$ cat config.mk
export PLATFORM = sky130hd
export DESIGN_NAME = mult_div_unit_flat
export DESIGN_NICKNAME = d
export VERILOG_FILES = /design/src/rtl/mult_div_unit_if.sv /design/src/rtl/mult_div_unit.sv /design/src/flat_wrapper.sv
export SDC_FILE = /design/constraint.sdc
export NUM_CORES = 1
export LEC_CHECK = 0
export ABC_CLOCK_PERIOD_IN_PS = 14700
export CAP_MARGIN = 5
export CORE_ASPECT_RATIO = 1.25
export CORE_MARGIN = 4
export CORE_UTILIZATION = 40
export CTS_BUF_LIST = sky130_fd_sc_hd__clkbuf_8 sky130_fd_sc_hd__clkbuf_16
export DETAILED_ROUTE_END_ITERATION = 6
export MAX_ROUTING_LAYER = met4
export PLACE_DENSITY_LB_ADDON = 0.12
export SLEW_MARGIN = 15
export SYNTH_ARGS = -nofsm -noshare
export SYNTH_HDL_FRONTEND = slang
export SYNTH_SLANG_ARGS = --single-unit
$ cat constraint.sdc
create_clock -name Clk -period 14.7 [get_ports Clk]
set_input_delay 2.94 -clock Clk [delete_from_list [all_inputs] [get_ports Clk]]
set_output_delay 2.94 -clock Clk [all_outputs]
set_load 0.005 [all_outputs]
$ cat src/rtl/mult_div_unit_if.sv
// mult_div_unit_if: command/result bundle between the multicycle control
// and the multiply/divide unit.
//   master : drives start/op/a/b (and acc when MULT_DIV_MADD_EN is defined),
//            mt_we/mt_data; observes busy/done/div_by_zero/hi/lo.
//   slave  : the mult_div_unit side of the same signals.
// Optional feature macro: MULT_DIV_MADD_EN adds the acc command bit.
interface mult_div_unit_if #(
  parameter int unsigned WIDTH = 32
);
  logic             start;
  logic [1:0]       op;
  logic [WIDTH-1:0] a;
  logic [WIDTH-1:0] b;
  logic [1:0]       mt_we;
  logic [WIDTH-1:0] mt_data;
`ifdef MULT_DIV_MADD_EN
  logic             acc;
`endif
  logic             busy;
  logic             done;
  logic             div_by_zero;
  logic [WIDTH-1:0] hi;
  logic [WIDTH-1:0] lo;

  modport master (
`ifdef MULT_DIV_MADD_EN
    output acc,
`endif
    output start, op, a, b, mt_we, mt_data,
    input  busy, done, div_by_zero, hi, lo
  );

  modport slave (
`ifdef MULT_DIV_MADD_EN
    input  acc,
`endif
    input  start, op, a, b, mt_we, mt_data,
    output busy, done, div_by_zero, hi, lo
  );
endinterface

$ cat src/rtl/mult_div_unit.sv
// mult_div_unit: sequential multiply/divide unit owning the HI/LO pair.
// Serves MULT (op 00), MULTU (01), DIV (10), DIVU (11) with one
// shift-add / restoring shift-subtract iteration per clock, plus direct
// HI/LO writes (MTHI/MTLO).
// Ports:
//   Clk    - clock
//   Reset  - asynchronous, active-high reset
//   bus    - mult_div_unit_if.slave: start/op/a/b command, mt_we/mt_data
//            direct writes, busy/done/div_by_zero status, hi/lo registers.
// Optional feature macro: MULT_DIV_MADD_EN. When defined, bus.acc is sampled
// with start and a multiply accumulates into {hi,lo} (MADD/MADDU).
// Timing: start accepted in IDLE at edge k, done pulses in the cycle after
// edge k+WIDTH+2 (k+1 for a divide by zero); busy covers edges k..k+WIDTH+1.
module mult_div_unit #(
  parameter int unsigned WIDTH = 32,
  parameter int unsigned CNT_W = $clog2(WIDTH + 1)
) (
  input logic           Clk,
  input logic           Reset,
  mult_div_unit_if.slave bus
);

  typedef enum logic [1:0] {StIdle, StRun, StFix, StFin} state_e;

  state_e stateQ, stateD;

  // Operation context captured at launch
  logic             divQ;      // 1: divide, 0: multiply
  logic             signQ;     // product / quotient must be negated
  logic             remSignQ;  // remainder takes the sign of a
  logic             dbzQ;      // divide by zero, results preloaded
`ifdef MULT_DIV_MADD_EN
  logic             accQ;
`endif
  logic [CNT_W-1:0] cntQ;
  logic [WIDTH-1:0] opndQ;     // multiplicand (mul) or divisor (div) magnitude

  // Multiply: {upper partial sum, remaining multiplier bits}.
  // Divide:   {partial remainder, dividend bits / quotient bits}.
  // Both layouts finish as {hi, lo}.
  logic [2*WIDTH-1:0] prodQ, prodD;

  logic [WIDTH-1:0] hiQ, loQ;

  logic busy, done, launch, resWe, iterate;

  // Launch-time operand decode
  logic             aNeg, bNeg, divIn, divZero;
  logic [WIDTH-1:0] aMag, bMag;

  always_comb begin
    aNeg    = ~bus.op[0] & bus.a[WIDTH-1];
    bNeg    = ~bus.op[0] & bus.b[WIDTH-1];
    aMag    = aNeg ? -bus.a : bus.a;
    bMag    = bNeg ? -bus.b : bus.b;
    divIn   = bus.op[1];
    divZero = divIn && (bus.b == '0);
  end

  assign launch = (stateQ == StIdle) && bus.start;

  // RUN iterates while the counter is non-zero; the cycle it reaches zero
  // hands over to FIX, whose edge both applies the sign fix and writes HI/LO.
  assign iterate = (stateQ == StRun) && !dbzQ && (cntQ != '0);

  // ---------------------------------------------------------------------------
  // FSM: state register
  // ---------------------------------------------------------------------------
  always_ff @(posedge Clk or posedge Reset) begin
    if (Reset) begin
      stateQ <= StIdle;
    end else begin
      stateQ <= stateD;
    end
  end

  // FSM: next state
  always_comb begin
    stateD = stateQ;
    unique case (stateQ)
      StIdle: if (bus.start) stateD = StRun;
      StRun: begin
        if (dbzQ) begin
          stateD = StFin;
        end else if (cntQ == '0) begin
          stateD = StFix;
        end
      end
      StFix:   stateD = StFin;
      StFin:   stateD = StIdle;
      default: stateD = StIdle;
    endcase
  end

  // FSM: outputs
  always_comb begin
    busy = 1'b0;
    done = 1'b0;
    unique case (stateQ)
      StRun, StFix: busy = 1'b1;
      StFin:        done = 1'b1;
      default:      ;
    endcase
  end

  // ---------------------------------------------------------------------------
  // Datapath step
  // ---------------------------------------------------------------------------
  logic [WIDTH:0] addSum, remShift, remDiff;

  always_comb begin
    addSum   = {1'b0, prodQ[2*WIDTH-1:WIDTH]} + (prodQ[0] ? {1'b0, opndQ} : '0);
    remShift = {prodQ[2*WIDTH-1:WIDTH], prodQ[WIDTH-1]};
    remDiff  = remShift - {1'b0, opndQ};
    prodD    = prodQ;
    if (iterate) begin
      if (divQ) begin
        // Restoring step: keep the difference only if it did not go negative
        if (!remDiff[WIDTH]) begin
          prodD = {remDiff[WIDTH-1:0], prodQ[WIDTH-2:0], 1'b1};
        end else begin
          prodD = {remShift[WIDTH-1:0], prodQ[WIDTH-2:0], 1'b0};
        end
      end else begin
        prodD = {addSum, prodQ[WIDTH-1:1]};
      end
    end else if (stateQ == StFix) begin
      if (divQ) begin
        prodD[WIDTH-1:0]       = signQ ? -prodQ[WIDTH-1:0] : prodQ[WIDTH-1:0];
        prodD[2*WIDTH-1:WIDTH] = remSignQ ? -prodQ[2*WIDTH-1:WIDTH]
                                          : prodQ[2*WIDTH-1:WIDTH];
      end else if (signQ) begin
        prodD = -prodQ;
      end
    end
  end

  always_ff @(posedge Clk or posedge Reset) begin
    if (Reset) begin
      divQ     <= 1'b0;
      signQ    <= 1'b0;
      remSignQ <= 1'b0;
      dbzQ     <= 1'b0;
`ifdef MULT_DIV_MADD_EN
      accQ     <= 1'b0;
`endif
      cntQ     <= '0;
      opndQ    <= '0;
      prodQ    <= '0;
    end else if (launch) begin
      divQ     <= divIn;
      signQ    <= aNeg ^ bNeg;
      remSignQ <= aNeg;
      dbzQ     <= divZero;
`ifdef MULT_DIV_MADD_EN
      accQ     <= bus.acc;
`endif
      cntQ     <= CNT_W'(WIDTH);
      opndQ    <= divIn ? bMag : aMag;
      if (divZero) begin
        // Divide by zero: results are known now, RUN/FIX do nothing
        prodQ <= {bus.a, {WIDTH{1'b1}}};
      end else if (divIn) begin
        prodQ <= {{WIDTH{1'b0}}, aMag};
      end else begin
        prodQ <= {{WIDTH{1'b0}}, bMag};
      end
    end else begin
      prodQ <= prodD;
      if (iterate) begin
        cntQ <= cntQ - 1'b1;
      end
    end
  end

  // ---------------------------------------------------------------------------
  // HI/LO: result written on the edge entering FIN; MT writes only while not
  // busy, so an MT in the FIN cycle lands after (and over) the result.
  // ---------------------------------------------------------------------------
  assign resWe = (stateD == StFin) && (stateQ != StFin);

  always_ff @(posedge Clk or posedge Reset) begin
    if (Reset) begin
      hiQ <= '0;
      loQ <= '0;
    end else if (resWe) begin
`ifdef MULT_DIV_MADD_EN
      if (accQ && !divQ) begin
        {hiQ, loQ} <= {hiQ, loQ} + prodD;
      end else begin
        {hiQ, loQ} <= prodD;
      end
`else
      {hiQ, loQ} <= prodD;
`endif
    end else if (!busy) begin
      if (bus.mt_we[1]) hiQ <= bus.mt_data;
      if (bus.mt_we[0]) loQ <= bus.mt_data;
    end
  end

  assign bus.busy        = busy;
  assign bus.done        = done;
  assign bus.div_by_zero = done & dbzQ;
  assign bus.hi          = hiQ;
  assign bus.lo          = loQ;

endmodule

$ cat src/flat_wrapper.sv
// flat-port wrapper written by rule: the top's interface ports become plain ports
module mult_div_unit_flat 
#(
  parameter int unsigned WIDTH = 32,
  parameter int unsigned CNT_W = $clog2(WIDTH + 1)
)
  (Clk, Reset, bus_start, bus_op, bus_a, bus_b, bus_mt_we, bus_mt_data, bus_busy, bus_done, bus_div_by_zero, bus_hi, bus_lo);
  mult_div_unit_if #(.WIDTH(WIDTH)) bus_i ();
  input logic Clk;
  input logic Reset;
  input wire logic [$bits(bus_i.start)-1:0] bus_start;
  input wire logic [$bits(bus_i.op)-1:0] bus_op;
  input wire logic [$bits(bus_i.a)-1:0] bus_a;
  input wire logic [$bits(bus_i.b)-1:0] bus_b;
  input wire logic [$bits(bus_i.mt_we)-1:0] bus_mt_we;
  input wire logic [$bits(bus_i.mt_data)-1:0] bus_mt_data;
  output wire logic [$bits(bus_i.busy)-1:0] bus_busy;
  output wire logic [$bits(bus_i.done)-1:0] bus_done;
  output wire logic [$bits(bus_i.div_by_zero)-1:0] bus_div_by_zero;
  output wire logic [$bits(bus_i.hi)-1:0] bus_hi;
  output wire logic [$bits(bus_i.lo)-1:0] bus_lo;
  assign bus_i.start = bus_start;
  assign bus_i.op = bus_op;
  assign bus_i.a = bus_a;
  assign bus_i.b = bus_b;
  assign bus_i.mt_we = bus_mt_we;
  assign bus_i.mt_data = bus_mt_data;
  assign bus_busy = bus_i.busy;
  assign bus_done = bus_i.done;
  assign bus_div_by_zero = bus_i.div_by_zero;
  assign bus_hi = bus_i.hi;
  assign bus_lo = bus_i.lo;
  mult_div_unit #(.WIDTH(WIDTH), .CNT_W(CNT_W)) u_core (.Clk(Clk), .Reset(Reset), .bus(bus_i));
endmodule
* Word level (Yosys, flattened, before mapping)
Index checks and enable logic that the tools add are counted.
Operators by class: add/subtract/negate cells 8, $mul 0, divide/modulo/power cells 0, $lt $le $gt $ge 0, equality and inequality tests 6, shift-type cells 0, multiplexer cells 29, bitwise gates (word level) 5, reduce and logical (&&, ||, !) cells 16
Operators by type and width (count):
- $mux 64 | 8
- $mux 32 | 13
- $neg 32->32 | 4
- $neg 64->64 | 1
- $add 32x33->33 | 1
- $sub 33x32->33 | 1
- $logic_not 32->1 | 1
- $mux 6 | 2
- $pmux 2 s4 | 1
- $eq 2x2->1 const B | 3
- $logic_not 6->1 | 1
- $mux 2 | 3
- $reduce_bool 2->1 | 3
- $reduce_bool 6->1 | 1
- $sub 6x1->6 const B | 1
- $logic_and 1x1->1 | 5
- $reduce_and 2->1 | 2
- $and 1x1->1 | 3
- $eq 2x1->1 const B | 1
- $logic_not 2->1 | 1
- $mux 1 | 2
- $ne 2x1->1 const B | 1
- $ne 2x2->1 const B | 1
- $reduce_or 2->1 | 1
- other kinds (3) | 3
Word-level totals: register bits 172, bits in latches 0, RAM bits 0, memory bits (read-only) 0, input bits 103, output and inout bits 67, logic and storage cells 74, memories kept 0

* Longest topological paths before layout
Gate-level depths: netlist of run 1.
depth in word-level cells 8, gate-level depth with buffers 15, depth with buffers taken out 13

* Least setup slack after synthesis of run 1
Ideal clock, no wire load.
kind input to register, start point input bus_b[6], end point register u_core.prodQ[56], library setup time 0.066 ns, arrival time 5.246 ns, required time 14.634 ns, slack 9.388 ns, stages 11, path buffers 3, cells stage by stage nor4_1 -> nand2b_1 -> nor4_1 -> nor3b_1 -> and2_1 -> clkbuf_1 -> and4b_1 -> buf_2 -> and2_1 -> buf_2 -> a22o_1
Between the ends: word-level cells in the longest chain between the ends 4
Ends and longest elaborated chain:
- start, declared | RTL line flat_wrapper.sv:14 | input wire logic [$bits(bus_i.b)-1:0] bus_b;
- $logic_not 32->1 | RTL line mult_div_unit.sv:57 | divZero = divIn && (bus.b == '0);
- $logic_and 1x1->1 | RTL line mult_div_unit.sv:57
- $mux 64 | RTL line mult_div_unit.sv:160 | if (divZero) begin
- $mux 64 | RTL line mult_div_unit.sv:150 | end else if (launch) begin
- end signal, assigned | RTL line mult_div_unit.sv:162 | prodQ <= {bus.a, {WIDTH{1'b1}}};
- end signal, assigned | RTL line mult_div_unit.sv:164 | prodQ <= {{WIDTH{1'b0}}, aMag};
- end signal, assigned | RTL line mult_div_unit.sv:166 | prodQ <= {{WIDTH{1'b0}}, bMag};
- end, declared | RTL line mult_div_unit.sv:41 | logic [2*WIDTH-1:0] prodQ, prodD;
No other way between the ends. A chain may end at the register's enable or synchronous reset.

* Worst setup path after layout of run 1
start point input bus_b[4], end point register u_core.prodQ[36]
The elaborated chain is that of the path after synthesis.

==> results.cfg, run 1 <==
[outcome]
status = completed

[route]
viasPerCell = 5.86
firstDrtPassIters = 5
wl_um = 57900
drt_drc_violations_left = 0
ant_nets = 0
num_vias = 15595
wl_per_cell_um = 21.8
drt_iter0_drc = 1278

[cells_and_area]
final_common_cell = a21oi_1
nets = 2337
antenna_cells = 0
syn2layout_area_growth_pct = 16.5
layout-drive-gt1-share_pct = 5.39
final_cell_mix = a21oi_1 (260), nor2_1 (257), nand2_1 (219)

[sta]
period_share_pct = 50.4
setup_viol = 0
max_slew_margin_pct = 19.4
fin_setup_tns_ns = 0
clock_skew_ns = 0.0233
rsz0062_at_grt = false
fmax_mhz = 135
finalCriticalPeriod_ns = 7.42
setup_ws_ns = 7.28
hold_viol_final = 0
maxSlewViolCount = 0
worstMarginPinSlew_ns = 1.21
hold_ws_ns = 0.485

[die]
core_um2 = 38500
num_rows = 80
fp.dieH_um = 230
initial_core_util_pct = 40.8
io_pins = 170
dieArea_um2 = 42600
fp.dieW_um = 185

[logic_synthesis]
seq_area_frac_synth_pct = 27.4
synth-edff-count = 0
ys_types = 76
async_flop_share_pct = 100
synth_area_um2 = 15700
syn_inst = 2079
synth_nets = 2258
ys.flop_type = dfrtp_1
syn_avg_cell_area_um2 = 7.56
yosys_warnings = 0
ys_ff_latch = 172

[flow_run]
max_cap_viol_count = 0

[pwr]
seqPwrFrac_pct = 43.6
power_density_nw_per_um2 = 61.0
p_leak_nw = 8.01
ir_drop_v = 0.0000817
combPwrFrac_pct = 12.8
pwr-share-clk_pct = 43.6
sw_frac_of_total_pct = 27.2
intPower_mw = 0.813
switching_power_mw = 0.304

[clocking]
cts.sinks = 172
post_cts_buffers = 0
cts.path.max_buffers = 2
post_cts_resized = 0
cts-root-buf = clkbuf_16
cts_buffers = 17
cts_tree = done
cts_max_level = 4
clk_pin_slew_ns = 0.08
clk_latency_ns = 0.46
cts_hold_buf = 0

[global_route]
grt_pass1_wl_um = 88700
busiest_layer = met2
grt_pass1_vias = 15130
use_met3_pct = 2.65
grt_max_degree = 113
grt-ovfl-total = 0
grt.met1_usage_pct = 33.4
grtUsageTotal_pct = 27.3
grt_antenna_before_repair = 0
grtUsageMet2_pct = 46.3

[setup_path]
cp.arrival_ns = 7.79
cpMaxStageDelayCell = and4b_1
end_kind = flop
cp_top_family = simple AND/OR/NAND/NOR gates
cp.required_ns = 15.07
startpoint_type = input pin
crit_type = in2reg
crit_fanout = 27
critPathBufInv = 1
crit_chain = clkdlybuf4s50_1 -> nor4_1 -> nand2b_1 -> nor4_1 -> nor3b_1 -> and2_1 -> and4b_1 -> and2_1 -> a22o_1
max_stage_delay_ns = 1.00

[min_path]
hp-class = reg2reg

[placement]
port_buffers = 169
hpwl_um = 44500
post-place-ws_ns = 6.93
globalplace.congestion = 0.954
layout make-up:
cell class                 instances  area (um^2)
clock buffer                      18          439
sequential                       172         4310
inverter                          70          268
tap                              492          616
fill                            3896        20200
timing repair buffer             186         1820
multi-input combinational       1711        10700
clock inverter                    14          180
power groups by stage:
stage                     Combinational, mW  Clock [mW]  Sequential [mW]
after CTS                             0.143       0.494            0.487
after global placement                0.142           0            0.496
after global routing                  0.155       0.511            0.488
final                                 0.142       0.487            0.487
after detailed placement              0.142           0            0.497
after floorplan                      0.0625           0            0.496
cells in the mapped netlist, types with 5 or more instances:
library cell  count  area [um^2]
buf_2            15         75.1
o21ai_0         185          926
xnor2_1         102          893
xor2_1           74          648
or4_1             5         37.5
mux2i_1          85          851
clkbuf_1         96          360
and2_1           18          113
nor2_1          258          968
inv_1            69          259
nand2_1         220          826
or3_1            10         62.6
a21o_1           31          233
a31o_2            5         43.8
a22o_1            5         43.8
mux2_2           31          349
and3_1            8         50.1
nor2b_1          18          113
o41ai_1           6         52.6
nor4_1           22          138
a31oi_1          30          188
or2_2             8         50.1
nor3_1           43          215
ha_1             74          926
buf_1            14         52.6
o31ai_1          10         75.1
nand2b_1         21          131
a21oi_1         260         1300
nand4_1          12         75.1
o21ai_1           9         45.0
a211oi_1         22          165
a221oi_1          5         43.8
o21bai_1          5         37.5
a21boi_0          7         52.6
o211ai_1         17          128
dfrtp_1         172         4300
o22ai_1           9         56.3
nand3_1          26          130
o21a_1           10         75.1
stage by stage:
stage          cells  cell area [um^2]  power [mW]  util [%]
6_report        2663             18300        1.12      47.5
5_1_grt         2663             18300        1.15      47.5
4_1_cts         2663             18300        1.12      47.5
3_5_place_dp    2631             17700       0.639      45.9
3_3_place_gp    2631             17700       0.639      45.9
2_1_floorplan   2079             15700       0.559         -
flip-flops by register name (all words and copies together), names as in the netlist:
name / count
u_core.bus.hi: 32
u_core.bus.lo: 32
u_core.cntQ: 6
u_core.dbzQ: 1
u_core.divQ: 1
u_core.opndQ: 32
u_core.prodQ: 64
u_core.remSignQ: 1
u_core.signQ: 1
u_core.stateQ: 2
kinds of logic (layout without fill, tap and decap cells):
logic type | after synthesis | in the layout | synth area share, %
compound gates | 655 | 655 | 24.5
flops | 172 | 172 | 27.4
buf+inv | 196 | 288 | 4.85
simple gates | 688 | 688 | 19.7
mux | 116 | 116 | 7.63
fa+ha+maj | 76 | 76 | 6.15
xor+xnor | 176 | 176 | 9.81
path summary, 6_finish.rpt:
check                           slack [ns]              from  cells after the start               end
max in group asynchronous             9.98             Reset                      3  u_core.prodQ[31]
worst min-delay path                  0.48   u_core.opndQ[5]                      2   u_core.opndQ[5]
worst max-delay path                  7.28          bus_b[4]                      9  u_core.prodQ[36]
worst max register to register        9.61  u_core.prodQ[31]                     14  u_core.prodQ[49]
min in group asynchronous             3.09             Reset                      2  u_core.bus.lo[1]
worst min register to register        0.48   u_core.opndQ[5]                      2   u_core.opndQ[5]
tightest hold or removal path: cells and delay by family, from the launching register on:
family / cells / cell delay, ns
AO/OA/AOI/OAI: 1 / 0.06
AND/OR/NAND/NOR: 1 / 0.05
flip-flops: 1 / 0.35
metal layers:
layer  routed length [um]  up-vias
met3                 2370      107
met4                 2610        0
li1                     -     7489
met2                29000      434
met5                    0        -
met1                23900     7565
Power figures use the tool's default switching activity.
==> run 2: changes to the inputs <==
--- a/config.mk
+++ b/config.mk
@@ -5,7 +5,7 @@
 export SDC_FILE = /design/constraint.sdc
 export NUM_CORES = 1
 export LEC_CHECK = 0
-export ABC_CLOCK_PERIOD_IN_PS = 14700
+export ABC_CLOCK_PERIOD_IN_PS = 7100
 export CAP_MARGIN = 5
 export CORE_ASPECT_RATIO = 1.25
 export CORE_MARGIN = 4
==> constraint.sdc (replaced) <==
create_clock -name Clk -period 7.1 [get_ports Clk]
set_input_delay 1.42 -clock Clk [delete_from_list [all_inputs] [get_ports Clk]]
set_output_delay 1.42 -clock Clk [all_outputs]
set_load 0.005 [all_outputs]
==> run 2 against run 1 <==
Sequential power up 110%. Non-clock buffer count increased by 3. Worst setup slack got worse by 5.1 ns. Sequential share of layout area down 0.061 points. Flip-flop and latch count is the same. Design area grew 0.26%. Critical path depth rose by 2. Wire length rose by 2.2%. Clock-buffer cell count unchanged. Utilization is 0.12 points higher. Critical path type unchanged. Largest cell class unchanged.
==> results.cfg, run 2 (synthesized netlist as in run 1, its figures left out) <==
[outcome]
status = completed

[route]
drt_iter0_drc = 1256
ant_nets = 0
drt_drc_violations_left = 0
viasPerCell = 5.88
num_vias = 15666
firstDrtPassIters = 5
wl_um = 59200
wl_per_cell_um = 22.2

[setup_path]
reg2reg_to = u_core.prodQ[59]
cp.arrival_ns = 5.25
cp.required_ns = 7.48
crit_path_start = bus_b[4]
crit_type = in2reg
ff2ff_path_depth = 14
end_kind = flop
r2r_start = u_core.prodQ[0]
crit_fanout = 27
startpoint_type = input pin
rrSetupSlack_ns = 2.43
crit_end = u_core.prodQ[56]

[global_route]
grtUsageTotal_pct = 27.8
grt-ovfl-total = 0
use_met3_pct = 3.06
busiest_layer = met2
grt.met1_usage_pct = 33.2
grt_antenna_before_repair = 1
grtUsageMet2_pct = 46.7
grt_max_degree = 109
grt_pass1_wl_um = 89400
grt_pass1_vias = 15024

[pwr]
combPwrFrac_pct = 12.5
p_leak_nw = 8.04
seqPwrFrac_pct = 42.6
sw_frac_of_total_pct = 26.3
pwr-share-clk_pct = 44.9
switching_power_mw = 0.622
power_density_nw_per_um2 = 129
intPower_mw = 1.75
ir_drop_v = 0.000188

[clocking]
cts_tree = done
clk_pin_slew_ns = 0.08
cts_hold_buf = 0
post_cts_resized = 0
cts.sinks = 172
cts_max_level = 4
cts_buffers = 17
cts-root-buf = clkbuf_16
cts.path.max_buffers = 2
clk_latency_ns = 0.45
post_cts_buffers = 0

[sta]
fin_setup_tns_ns = 0
maxSlewViolCount = 0
hold_ws_ns = 0.489
hold_viol_final = 0
worstMarginPinSlew_ns = 1.16
rsz0062_at_grt = false
setup_viol = 0
finalCriticalPeriod_ns = 4.87
max_slew_margin_pct = 22.9
clock_skew_ns = 0.0183
period_share_pct = 68.6
fmax_mhz = 205

[die]
num_rows = 80
initial_core_util_pct = 40.8
fp.dieW_um = 185
fp.dieH_um = 230
io_pins = 170
dieArea_um2 = 42600
core_um2 = 38500

[flow_run]
max_cap_viol_count = 0

[cells_and_area]
fill_cells = 3896
syn2layout_area_growth_pct = 16.8
largest_register = u_core.prodQ
layout-drive-gt1-share_pct = 5.52
final_cell_mix = a21oi_1 (260), nor2_1 (257), nand2_1 (219)
largest_reg_flops = 64
nets = 2340
antenna_cells = 0
final_common_cell = a21oi_1
final_core_util_pct = 47.6

[placement]
port_buffers = 169
globalplace.congestion = 0.973
hpwl_um = 45600

[min_path]
hp-class = reg2reg
hold_depth = 2
==> run 2: cell types whose count changed in the layout (fill, tap and decap cells not counted), sizes merged <==
cell      previous run  this run
buf                 18        21
bufinv               2         4
clkinv               5         4
clkinvlp             2         1
==> run 2: worst min-delay path by stage <==
stage / start / end / slack (ns)
6_report: u_core.opndQ[15] / u_core.opndQ[15] / 0.49
5_1_grt: u_core.opndQ[17] / u_core.opndQ[17] / 0.52
4_1_cts: u_core.opndQ[15] / u_core.opndQ[15] / 0.49
3_5_place_dp: u_core.opndQ[20] / u_core.opndQ[20] / 0.47
3_3_place_gp: u_core.opndQ[9] / u_core.opndQ[9] / 0.47
2_1_floorplan: u_core.opndQ[27] / u_core.opndQ[27] / 0.45
==> run 2: power groups by stage <==
| stage | clock network [mW] | registers (mW) | logic [mW] |
|---|---|---|---|
| finish | 1.06 | 1.01 | 0.296 |
| global route | 1.11 | 1.01 | 0.321 |
| CTS | 1.08 | 1.01 | 0.298 |
| detailed placement | 0 | 1.03 | 0.296 |
| global placement | 0 | 1.03 | 0.296 |
| floorplan | 0 | 1.03 | 0.129 |
==> run 2: stage by stage <==
stage	instance area (um^2)	setup WS (ns)	power, mW	std cells
3_3_place_gp	17700	1.93	1.32	2634
5_1_grt	18400	1.85	2.44	2666
3_5_place_dp	17700	1.88	1.32	2634
4_1_cts	18400	2.31	2.38	2666
6_report	18400	2.23	2.37	2666
2_1_floorplan	15700	1.02	1.16	2079
==> run 2: final cells by class <==
type | count | area, um^2 | share of cell area (%)
multi-input cells | 1711 | 10700 | 58.2
clock buffers | 18 | 439 | 2.39
clock inverters | 14 | 205 | 1.12
inverters | 70 | 268 | 1.46
repair buffers | 189 | 1840 | 10.0
flip-flops and latches | 172 | 4310 | 23.5
well taps | 492 | 616 | 3.35
==> run 2: worst max-delay path, stage by stage <==
cell	delay (ns)
clkdlybuf4s50_1	0.48
nor4_1	0.46
nand2b_1	0.13
nor4_1	0.21
buf_4	0.20
nor3b_1	0.49
and2_1	0.34
and4b_1	0.22
buf_4	0.32
and2_1	0.70
a22o_1	0.26
==> run 2: metal layers <==
| layer | share of wire [%] | up-vias | wire (um) |
|---|---|---|---|
| li1 | - | 7507 | - |
| met1 | 40 | 7486 | 23800 |
| met2 | 49 | 545 | 29300 |
| met3 | 4.7 | 128 | 2760 |
| met4 | 5.7 | 0 | 3370 |
| met5 | 0 | - | 0 |
==> edit: new RTL, config.mk and constraints of run 2 <==
`WIDTH` is set to 32 in 3 places; all go to 16.
--- a/src/rtl/mult_div_unit_if.sv
+++ b/src/rtl/mult_div_unit_if.sv
@@ -5,7 +5,7 @@
 //   slave  : the mult_div_unit side of the same signals.
 // Optional feature macro: MULT_DIV_MADD_EN adds the acc command bit.
 interface mult_div_unit_if #(
-  parameter int unsigned WIDTH = 32
+  parameter int unsigned WIDTH = 16
 );
   logic             start;
   logic [1:0]       op;
--- a/src/rtl/mult_div_unit.sv
+++ b/src/rtl/mult_div_unit.sv
@@ -12,7 +12,7 @@
 // Timing: start accepted in IDLE at edge k, done pulses in the cycle after
 // edge k+WIDTH+2 (k+1 for a divide by zero); busy covers edges k..k+WIDTH+1.
 module mult_div_unit #(
-  parameter int unsigned WIDTH = 32,
+  parameter int unsigned WIDTH = 16,
   parameter int unsigned CNT_W = $clog2(WIDTH + 1)
 ) (
   input logic           Clk,
--- a/src/flat_wrapper.sv
+++ b/src/flat_wrapper.sv
@@ -1,7 +1,7 @@
 // flat-port wrapper written by rule: the top's interface ports become plain ports
 module mult_div_unit_flat 
 #(
-  parameter int unsigned WIDTH = 32,
+  parameter int unsigned WIDTH = 16,
   parameter int unsigned CNT_W = $clog2(WIDTH + 1)
 )
   (Clk, Reset, bus_start, bus_op, bus_a, bus_b, bus_mt_we, bus_mt_data, bus_busy, bus_done, bus_div_by_zero, bus_hi, bus_lo);
Ports: changed (5 resized); port bits go from 170 to 90. No check against the original RTL was run, so the function may have changed too.
==> edit against run 2 <==
- synthesized area is 48% lower
- sequential cell count is 81 lower
- utilization is 0.40 points lower
- wire length is 54% lower
- sequential share of layout area is 0.53 points higher
- design area is 48% lower
- count of clock-buffer cells in the layout is 8 lower
- worst setup slack better by 0.99 ns
- hold slack worse by 0.0087 ns
- largest cell class unchanged
Power is left out: it rests on default switching activity, and per cell area and clock period it moved more than threefold.
==> edit: results (changes against run 2) <==
* Antenna violations before repair at 0 (-1)
* First-pass GRT wire length at 42700 microns (-52%)
* Pin count of the biggest net entering global routing at 68 (-38%)
* GPL Wtd Cong at 0.950 (-2.4%)
* Crit Path Max Fanout at 11 (-59%)
* Compound-Gate Fraction of Synth Area at 23.8% (-0.65 points)
* Clock-pin slew on the worst setup and hold paths at 0.06 ns (-0.02 ns)
* Commonest cells in the netlist: nor2_1 (134), a21oi_1 (109), nand2_1 (100), dfrtp_1 (91), o21ai_0 (81)
* Tot GR Track Use at 24.7% (-3.1 points)
* Register-to-register setup slack at 3.21 ns (+0.78 ns)
* Hold Path Depth at 1 (-1)
* # port buffers at 89 (-47%)
* Hold Crit Start: u_core.opndQ[11]
* Count of cell types in the netlist at 82 (+7.9%)
* Num CTS Buffers at 9 (-8)
* Status: finished clean
* Number of global-route vias before repair at 7585 (-50%)
* Max H-tree Level at 3 (-1)
* Launching point of the worst reg2reg path: u_core.prodQ[16]
* # Post-CTS Setup Buffers at 0 (unchanged)
* Relative slew slack at 25.9% (+3.0 points)
* Layout cells sized above 1 at 5.75% (+0.23 points)
* Pre-CTS WS at 2.88 ns (+1.01 ns)
* Hold Path End: u_core.opndQ[11]
* Sequential-to-total area share from yosys stat at 27.8% (+0.43 points)
* Synth area leaders: dfrtp_1 (28%), a21oi_1 (6.7%), ha_1 (6.6%), nor2_1 (6.1%), xnor2_1 (5.5%)
* Reg2Reg Depth at 10 (-4)
* Nets at 1209 (-48%)
* Max reg flops at 32 (-50%)
* Multiplexer share of the synthesized area at 6.97% (-0.67 points)
* Synth Area in XOR/XNOR at 8.24% (-1.6 points)
* Post-synthesis adder-cell area fraction at 7.06% (+0.91 points)
[edit: area by class of cell]
type,count,area [sq um],share of cell area (%)
Sequential cell,91,2280,24.0
Clock inverter,5,38.8,0.409
Clock buffer,10,239,2.52
Inverter,44,166,1.75
Tap cell,270,338,3.56
Multi-Input combinational cell,865,5480,57.7
Timing Repair Buffer,98,958,10.1
[edit: how the worst max path moves through the flow]
stage / from / end / slack (ns) / depth (start not counted)
2_1_floorplan: Reset / u_core.bus.hi[0] / 3.32 / 1
3_3_place_gp: bus_b[0] / u_core.prodQ[0] / 2.83 / 10
3_5_place_dp: bus_b[0] / u_core.prodQ[0] / 2.88 / 10
4_1_cts: bus_b[0] / u_core.prodQ[0] / 3.25 / 10
5_1_grt: u_core.prodQ[16] / u_core.prodQ[20] / 2.99 / 10
6_report: u_core.prodQ[16] / u_core.prodQ[20] / 3.21 / 10
[edit: critical path, stage by stage, from the launching register on]
cell,delay [ns]
dfrtp_1,0.55
inv_1,0.20
fa_1,0.48
nand2b_1,0.21
a21oi_1,0.31
o21ai_2,0.17
a21oi_1,0.70
nor2_1,0.34
mux2i_1,0.32
o221a_1,0.35
a21oi_1,0.10
[edit: stage by stage]
stage                     cell area, sq um  hold slack [ns]  utilization [%]  cells
after floorplan                       8190            0.450                -   1058
after global placement                9220            0.463             45.8   1368
after detailed placement              9220            0.468             45.8   1368
after CTS                             9490            0.483             47.2   1383
after global routing                  9490            0.500             47.2   1383
final                                 9490            0.480             47.2   1383
[edit: layer usage]
layer / routed length, microns / GRT usage (%)
met4: 977 / 8.77
met2: 13800 / 41.9
met5: 0 / -
met3: 1270 / 2.51
met1: 11300 / 30.7
[edit: cell families (layout without fill, tap and decap cells)]
group	after synthesis	count (layout)
buffers and inverters	102	157
muxes	55	55
adders and majority gates	45	45
and+or+nand+nor	364	364
DFF	91	91
AOI/OAI and AO/OA	324	324
xor gates and xnor gates	77	77
